### src/rtl/rng_sched_pkg.sv
// Shared types and defaults for the random-port scheduler.
package rng_sched_pkg;

    typedef enum logic [1:0] {
        IDLE = 2'd0,
        RUN  = 2'd1,
        HOLD = 2'd2
    } sched_state_t;

    localparam logic [31:0] DEFAULT_POLY = 32'h80200003;
    localparam logic [31:0] DEFAULT_SEED = 32'h00000001;

endpackage

### src/rtl/lfsr_galois.sv
// Right-shifting Galois LFSR. Advances only when asked; a zero seed would
// lock the register at zero forever, so it is replaced by 1.
module lfsr_galois #(
    parameter int                WIDTH = 32,
    parameter logic [WIDTH-1:0]  POLY  = WIDTH'(32'h80200003),
    parameter logic [WIDTH-1:0]  SEED  = WIDTH'(32'h00000001)
) (
    input  logic             clk,
    input  logic             reset,
    input  logic             advance,
    output logic [WIDTH-1:0] state
);

    localparam logic [WIDTH-1:0] SEED_SAFE = (SEED == '0) ? WIDTH'(1) : SEED;

    // Shift right, folding the feedback mask in when the outgoing bit is set.
    always_ff @(posedge clk or posedge reset) begin
        if (reset) begin
            state <= SEED_SAFE;
        end else if (advance) begin
            state <= (state >> 1) ^ (state[0] ? POLY : '0);
        end
    end

endmodule

### src/rtl/rng_port_scheduler.sv
// Round-robin distributor of LFSR words onto NUM_PORTS registered outputs,
// paced by a reloadable period counter and gated by enable/hold.
//
// Handshake-free interface: enable/hold/period/port_mask are level inputs
// sampled every rising edge; port_update is a one-cycle pulse that marks the
// same edge on which the matching port_data slice changes.
module rng_port_scheduler
    import rng_sched_pkg::*;
#(
    parameter int                NUM_PORTS = 4,
    parameter int                WIDTH     = 32,
    parameter int                PERIOD_W  = 8,
    parameter logic [WIDTH-1:0]  POLY      = WIDTH'(DEFAULT_POLY),
    parameter logic [WIDTH-1:0]  SEED      = WIDTH'(DEFAULT_SEED),
    localparam int               IDX_W     = (NUM_PORTS > 1) ? $clog2(NUM_PORTS) : 1
) (
    input  logic                       clk,
    input  logic                       reset,
    input  logic                       enable,
    input  logic                       hold,
    input  logic [PERIOD_W-1:0]        period,
    input  logic [NUM_PORTS-1:0]       port_mask,
    output logic [NUM_PORTS*WIDTH-1:0] port_data,
    output logic [NUM_PORTS-1:0]       port_update,
    output logic [IDX_W-1:0]           last_port,
    output logic                       busy
);

    sched_state_t         state;
    sched_state_t         next_state;
    logic                 step;
    logic                 load_cnt;
    logic                 update_evt;
    logic [PERIOD_W-1:0]  cnt;
    logic [WIDTH-1:0]     lfsr_word;
    logic                 sel_found;
    logic [IDX_W-1:0]     sel_idx;
    logic [IDX_W-1:0]     cand;

    lfsr_galois #(
        .WIDTH (WIDTH),
        .POLY  (POLY),
        .SEED  (SEED)
    ) u_lfsr (
        .clk     (clk),
        .reset   (reset),
        .advance (step),
        .state   (lfsr_word)
    );

    // FSM state register.
    always_ff @(posedge clk or posedge reset) begin
        if (reset) begin
            state <= IDLE;
        end else begin
            state <= next_state;
        end
    end

    // Next state and step strobe; enable dominates hold, and leaving HOLD
    // spends one cycle without stepping.
    always_comb begin
        next_state = state;
        step       = 1'b0;
        load_cnt   = 1'b0;
        case (state)
            IDLE: begin
                if (enable) begin
                    next_state = RUN;
                    load_cnt   = 1'b1;
                end
            end
            RUN: begin
                if (!enable) begin
                    next_state = IDLE;
                end else if (hold) begin
                    next_state = HOLD;
                end else begin
                    step = 1'b1;
                end
            end
            HOLD: begin
                if (!enable) begin
                    next_state = IDLE;
                end else if (!hold) begin
                    next_state = RUN;
                end
            end
            default: next_state = IDLE;
        endcase
    end

    assign update_evt = step && (cnt == '0);
    assign busy       = (state != IDLE);

    // Pick the first enabled port after last_port, wrapping; last_port itself
    // is the final candidate so a single enabled port is reselected.
    always_comb begin
        sel_found = 1'b0;
        sel_idx   = last_port;
        cand      = '0;
        for (int off = 1; off <= NUM_PORTS; off++) begin
            cand = IDX_W'((int'(last_port) + off) % NUM_PORTS);
            if (!sel_found && port_mask[cand]) begin
                sel_found = 1'b1;
                sel_idx   = cand;
            end
        end
    end

    // Period counter: loaded on entry to RUN, reloaded from period on each
    // update event, otherwise counts down while stepping.
    always_ff @(posedge clk or posedge reset) begin
        if (reset) begin
            cnt <= '0;
        end else if (load_cnt) begin
            cnt <= period;
        end else if (step) begin
            cnt <= (cnt == '0) ? period : cnt - PERIOD_W'(1);
        end
    end

    // Output registers: write the pre-advance word into the selected port.
    always_ff @(posedge clk or posedge reset) begin
        if (reset) begin
            port_data   <= '0;
            port_update <= '0;
            last_port   <= IDX_W'(NUM_PORTS - 1);
        end else begin
            port_update <= '0;
            if (update_evt && sel_found) begin
                port_data[int'(sel_idx)*WIDTH +: WIDTH] <= lfsr_word;
                port_update <= NUM_PORTS'(1) << sel_idx;
                last_port   <= sel_idx;
            end
        end
    end

endmodule

### config.mk
export PLATFORM = sky130hd
export DESIGN_NAME = rng_port_scheduler
export DESIGN_NICKNAME = d
export VERILOG_FILES = /design/src/rtl/rng_sched_pkg.sv /design/src/rtl/lfsr_galois.sv /design/src/rtl/rng_port_scheduler.sv
export SDC_FILE = /design/constraint.sdc
export NUM_CORES = 1
export LEC_CHECK = 0
export BUFFER_PORTS_ARGS = -buffer_cell sky130_fd_sc_hd__buf_2
export CORE_MARGIN = 10
export CORE_UTILIZATION = 55
export CTS_CLUSTER_SIZE = 12
export DETAILED_ROUTE_END_ITERATION = 8
export PLACE_DENSITY_LB_ADDON = 0.12
export SYNTH_ARGS = -nofsm -noshare
export SYNTH_HDL_FRONTEND = slang
export SYNTH_HIERARCHICAL = 1
export SYNTH_SLANG_ARGS = --single-unit
export TNS_END_PERCENT = 5
### constraint.sdc
create_clock -name clk -period 5.62 [get_ports clk]
set_input_delay 0.281 -clock clk [delete_from_list [all_inputs] [get_ports clk]]
set_output_delay 0.281 -clock clk [all_outputs]
set_load 0.05 [all_outputs]
==> flow_summary.yaml <==
power_and_ir_drop:
  vdd_ir_drop_max_uv: 202
  p_leak_nw: 4.38
  power.density_nw_per_um2: 336
critical_path:
  cpLargestDelayFamily: "buffers and inverters"
  cp-end-kind: "flip-flop"
  cp.arrival_ns: 4.34
  cp_cell_sequence: "nand2_1 -> a21oi_1 -> nor3_4 -> buf_4 -> inv_2 -> ha_1 -> nor4bb_1 -> nand4_1 -> buf_4 -> o31ai_1"
  peak_fanout_along_the_critical_path: 67
  critical_path_class: "reg2reg"
  worst_ep_required_time_ns: 5.95
  timing.critical_path.slowest_cell_delay_ns: 0.82
  critPathLaunchType: "flip-flop"
  crit_buf_inv: 3
  critical_path.most_common_cell: "sky130_fd_sc_hd__buf_4"
  crit_path_top_delay_cell: "sky130_fd_sc_hd__inv_2"
synthesis:
  asyncSetResetFlopFracSynth_pct: 100
  syn-num-nets: 710
  synthDominantAreaCellType: "sky130_fd_sc_hd__dfrtp_1"
  synth_cell_types: 55
  syn-mean-instance-area_sq_um: 11.0
  largest_family_of_logic_cells_by_synthesized_area: "simple AND/OR/NAND/NOR gates"
  dominant_cells_by_area_after_synthesis: "sky130_fd_sc_hd__dfrtp_1, sky130_fd_sc_hd__nand2_1, sky130_fd_sc_hd__mux2_4"
  adder_cell_fraction_of_synth_area_pct: 1.33
  synth-edff-count: 0
  synth_seq_cells: 176
  yosys_most_used_dff: "sky130_fd_sc_hd__dfrtp_1"
  simple_gate_portion_of_the_synthesized_area_pct: 14.9
  synth_mux_area_share_pct: 5.88
  synth.yosys.warnings: 6
  synth_sequential_area_ratio_pct: 58.7
  synthDominantCellAreaShare_pct: 57.6
  synth-compound-area-share_pct: 14.3
  syn_inst: 686
  mappedNetlistArea_sq_um: 7510
  synth_xor_xnor_area_share_pct: 0.466
run_status:
  status: "finished clean"
clocking:
  clock_insertion_delay_worst_skew_ns: 0.43
  clock-root-buffer: "sky130_fd_sc_hd__clkbuf_16"
  htreeDepth: 4
  tritoncts_buffer_count: 17
  clock_sink_count: 176
  clock_tree_from_tritoncts: "yes"
  max-clock-path-buffers: 2
  clkTransAtPathRegs_ns: 0.06
timing:
  post-route-min-period_ns: 4.01
  min_period_over_period_pct: 71.4
  timing.max_slew.rel_slack_pct: 12.7
  slew_of_the_pin_with_the_lowest_slew_margin_ns: 1.31
  rsz0062_at_grt: "no"
  clock.fmax_mhz: 249
  setup-violations-final: 0
  worst_clock_skew_ns: 0.00664
  timing.setup.tns_ns: 0
  drv_slew: 0
  hold_viol: 0
floorplanning:
  initial_standard_cell_utilization_of_the_core_pct: 56.5
  top_level_ports: 151
  height_of_the_chip_um: 137
  dieArea_sq_um: 18700
  floorplan.die.width_um: 137
  rows: 42
  core-area_sq_um: 13300
final_layout:
  fin_cells: 996
  final_nets: 835
  fillers: 1018
  finish.utilization_pct: 67.0
  relative_area_change_from_synthesis_to_final_layout_pct: 18.7
  drive_gt1_share_pct: 28.3
  mostFrequentLayoutCell: "sky130_fd_sc_hd__dfrtp_1"
  insertedDiodeCount: 0
  multi_input_comb_area_sq_um: 2810
  register_area_sq_um: 4410
  final_cell_mix: "sky130_fd_sc_hd__dfrtp_1, sky130_fd_sc_hd__buf_2, sky130_fd_sc_hd__nand2_1"
route:
  route.final.wire_length_mm: 20.9
  avgViaCountPerCell: 5.91
  drc_errors_left: 0
  via_count: 5885
  drt_iter0_drc: 432
  wl_per_cell_um: 21.0
  ant_nets: 0
  dr.pass1.iters: 5
grt:
  antenna_found_initial: 0
  grt-ovfl-total: 0
  global_route.usage.total_pct: 22.6
  grt_max_degree: 75
  grt_first_pass_wirelength_mm: 33.0
  via_count_of_the_first_global_routing_pass: 6017
min_path:
  holdCritPathClass: "in2reg"
place:
  gp_congestion: 0.869
  port_buffers: 150
  hpwl_mm: 13.6
  numPlacedInstances: 967
job:
  drv_cap: 0
[per-stage QoR]
step	total power, mW	hold slack (ns)	cell area (sq um)	worst slack, ns
6_report	3.00	0.0883	8910	1.61
2_1_floorplan	1.68	0.396	7510	1.48
4_1_cts	3.00	0.0805	8910	1.66
3_5_place_dp	1.78	0.424	8310	1.72
5_1_grt	3.10	0.0900	8910	1.25
3_3_place_gp	1.77	0.426	8310	1.89
[cell type report]
type	instances	share of cell area (%)
Clock buffer	22	5.21
Clock inverter	6	1.50
Timing Repair Buffer	161	9.38
Multi-Input combinational cell	445	31.5
Tap cell	176	2.47
Sequential cell	176	49.5
Inverter	10	0.477
[cells by family after synthesis]
logic type / Yosys count
DFF: 176
and+or+nand+nor: 234
buffers and inverters: 65
AOI/OAI and AO/OA: 168
adders and majority gates: 8
muxes: 31
xor gates and xnor gates: 4
[cells in the mapped netlist, types with 4 or more instances]
cell type,instances
sky130_fd_sc_hd__dfrtp_1,173
sky130_fd_sc_hd__nand2_1,113
sky130_fd_sc_hd__nand3_1,74
sky130_fd_sc_hd__o21ai_0,51
sky130_fd_sc_hd__a22o_1,32
sky130_fd_sc_hd__o21ai_1,32
sky130_fd_sc_hd__clkbuf_1,29
sky130_fd_sc_hd__mux2_4,25
sky130_fd_sc_hd__o31ai_1,22
sky130_fd_sc_hd__a21oi_1,17
sky130_fd_sc_hd__buf_2,13
sky130_fd_sc_hd__ha_1,8
sky130_fd_sc_hd__inv_1,8
sky130_fd_sc_hd__nor2_1,6
sky130_fd_sc_hd__buf_1,5
sky130_fd_sc_hd__buf_6,5
sky130_fd_sc_hd__mux2_2,5
sky130_fd_sc_hd__nand4_1,5
sky130_fd_sc_hd__nor3_1,4
sky130_fd_sc_hd__nor4bb_1,4
[worst register-to-register path: stages, from the launching register on]
cell                       delay (ns)
sky130_fd_sc_hd__dfstp_2         0.62
sky130_fd_sc_hd__nand2_1         0.07
sky130_fd_sc_hd__a21oi_1         0.34
sky130_fd_sc_hd__nor3_4          0.13
sky130_fd_sc_hd__buf_4           0.27
sky130_fd_sc_hd__inv_2           0.83
sky130_fd_sc_hd__ha_1            0.31
sky130_fd_sc_hd__nor4bb_1        0.23
sky130_fd_sc_hd__nand4_1         0.39
sky130_fd_sc_hd__buf_4           0.41
sky130_fd_sc_hd__o31ai_1         0.31
[state kept, by name (all words and copies together) (netlist names)]
register	cells
last_port	2
port_data	128
state	2
port_update	4
u_lfsr/state	32
cnt	8
[per-layer routing]
| layer | wire [um] | GRT usage, % | vias to the layer above |
|---|---|---|---|
| met5 | 0 | 0 | - |
| met2 | 9930 | 35.1 | 241 |
| met1 | 8980 | 29.4 | 2936 |
| met4 | 342 | 8.26 | 0 |
| li1 | - | - | 2677 |
| met3 | 1680 | 6.74 | 31 |
[report_power, final]
part	internal, mW	total (mW)	switching [mW]
registers	1.35	1.49	0.147
logic	0.130	0.276	0.146
clock network	0.758	1.23	0.469
total	2.23	3.00	0.763
[worst paths after layout]
path	start	end	slack, ns	cells past startpoint
hold reg to reg	port_data[14]	port_data[14]	0.47	2
min in group asynchronous	reset	port_data[126]	0.49	3
setup reg to reg	last_port[1]	port_data[40]	1.61	10
max in group asynchronous	reset	port_data[79]	3.67	4
hold / removal	period[1]	cnt[1]	0.09	3
setup / recovery	last_port[1]	port_data[40]	1.61	10
[timing repair]
item,CTS,global route
endpoints found under the hold margin,70,0
setup buffers,0,0
resized for setup,0,0
hold buffers,1,0
Note: power is estimated with default switching activity, not from simulation.
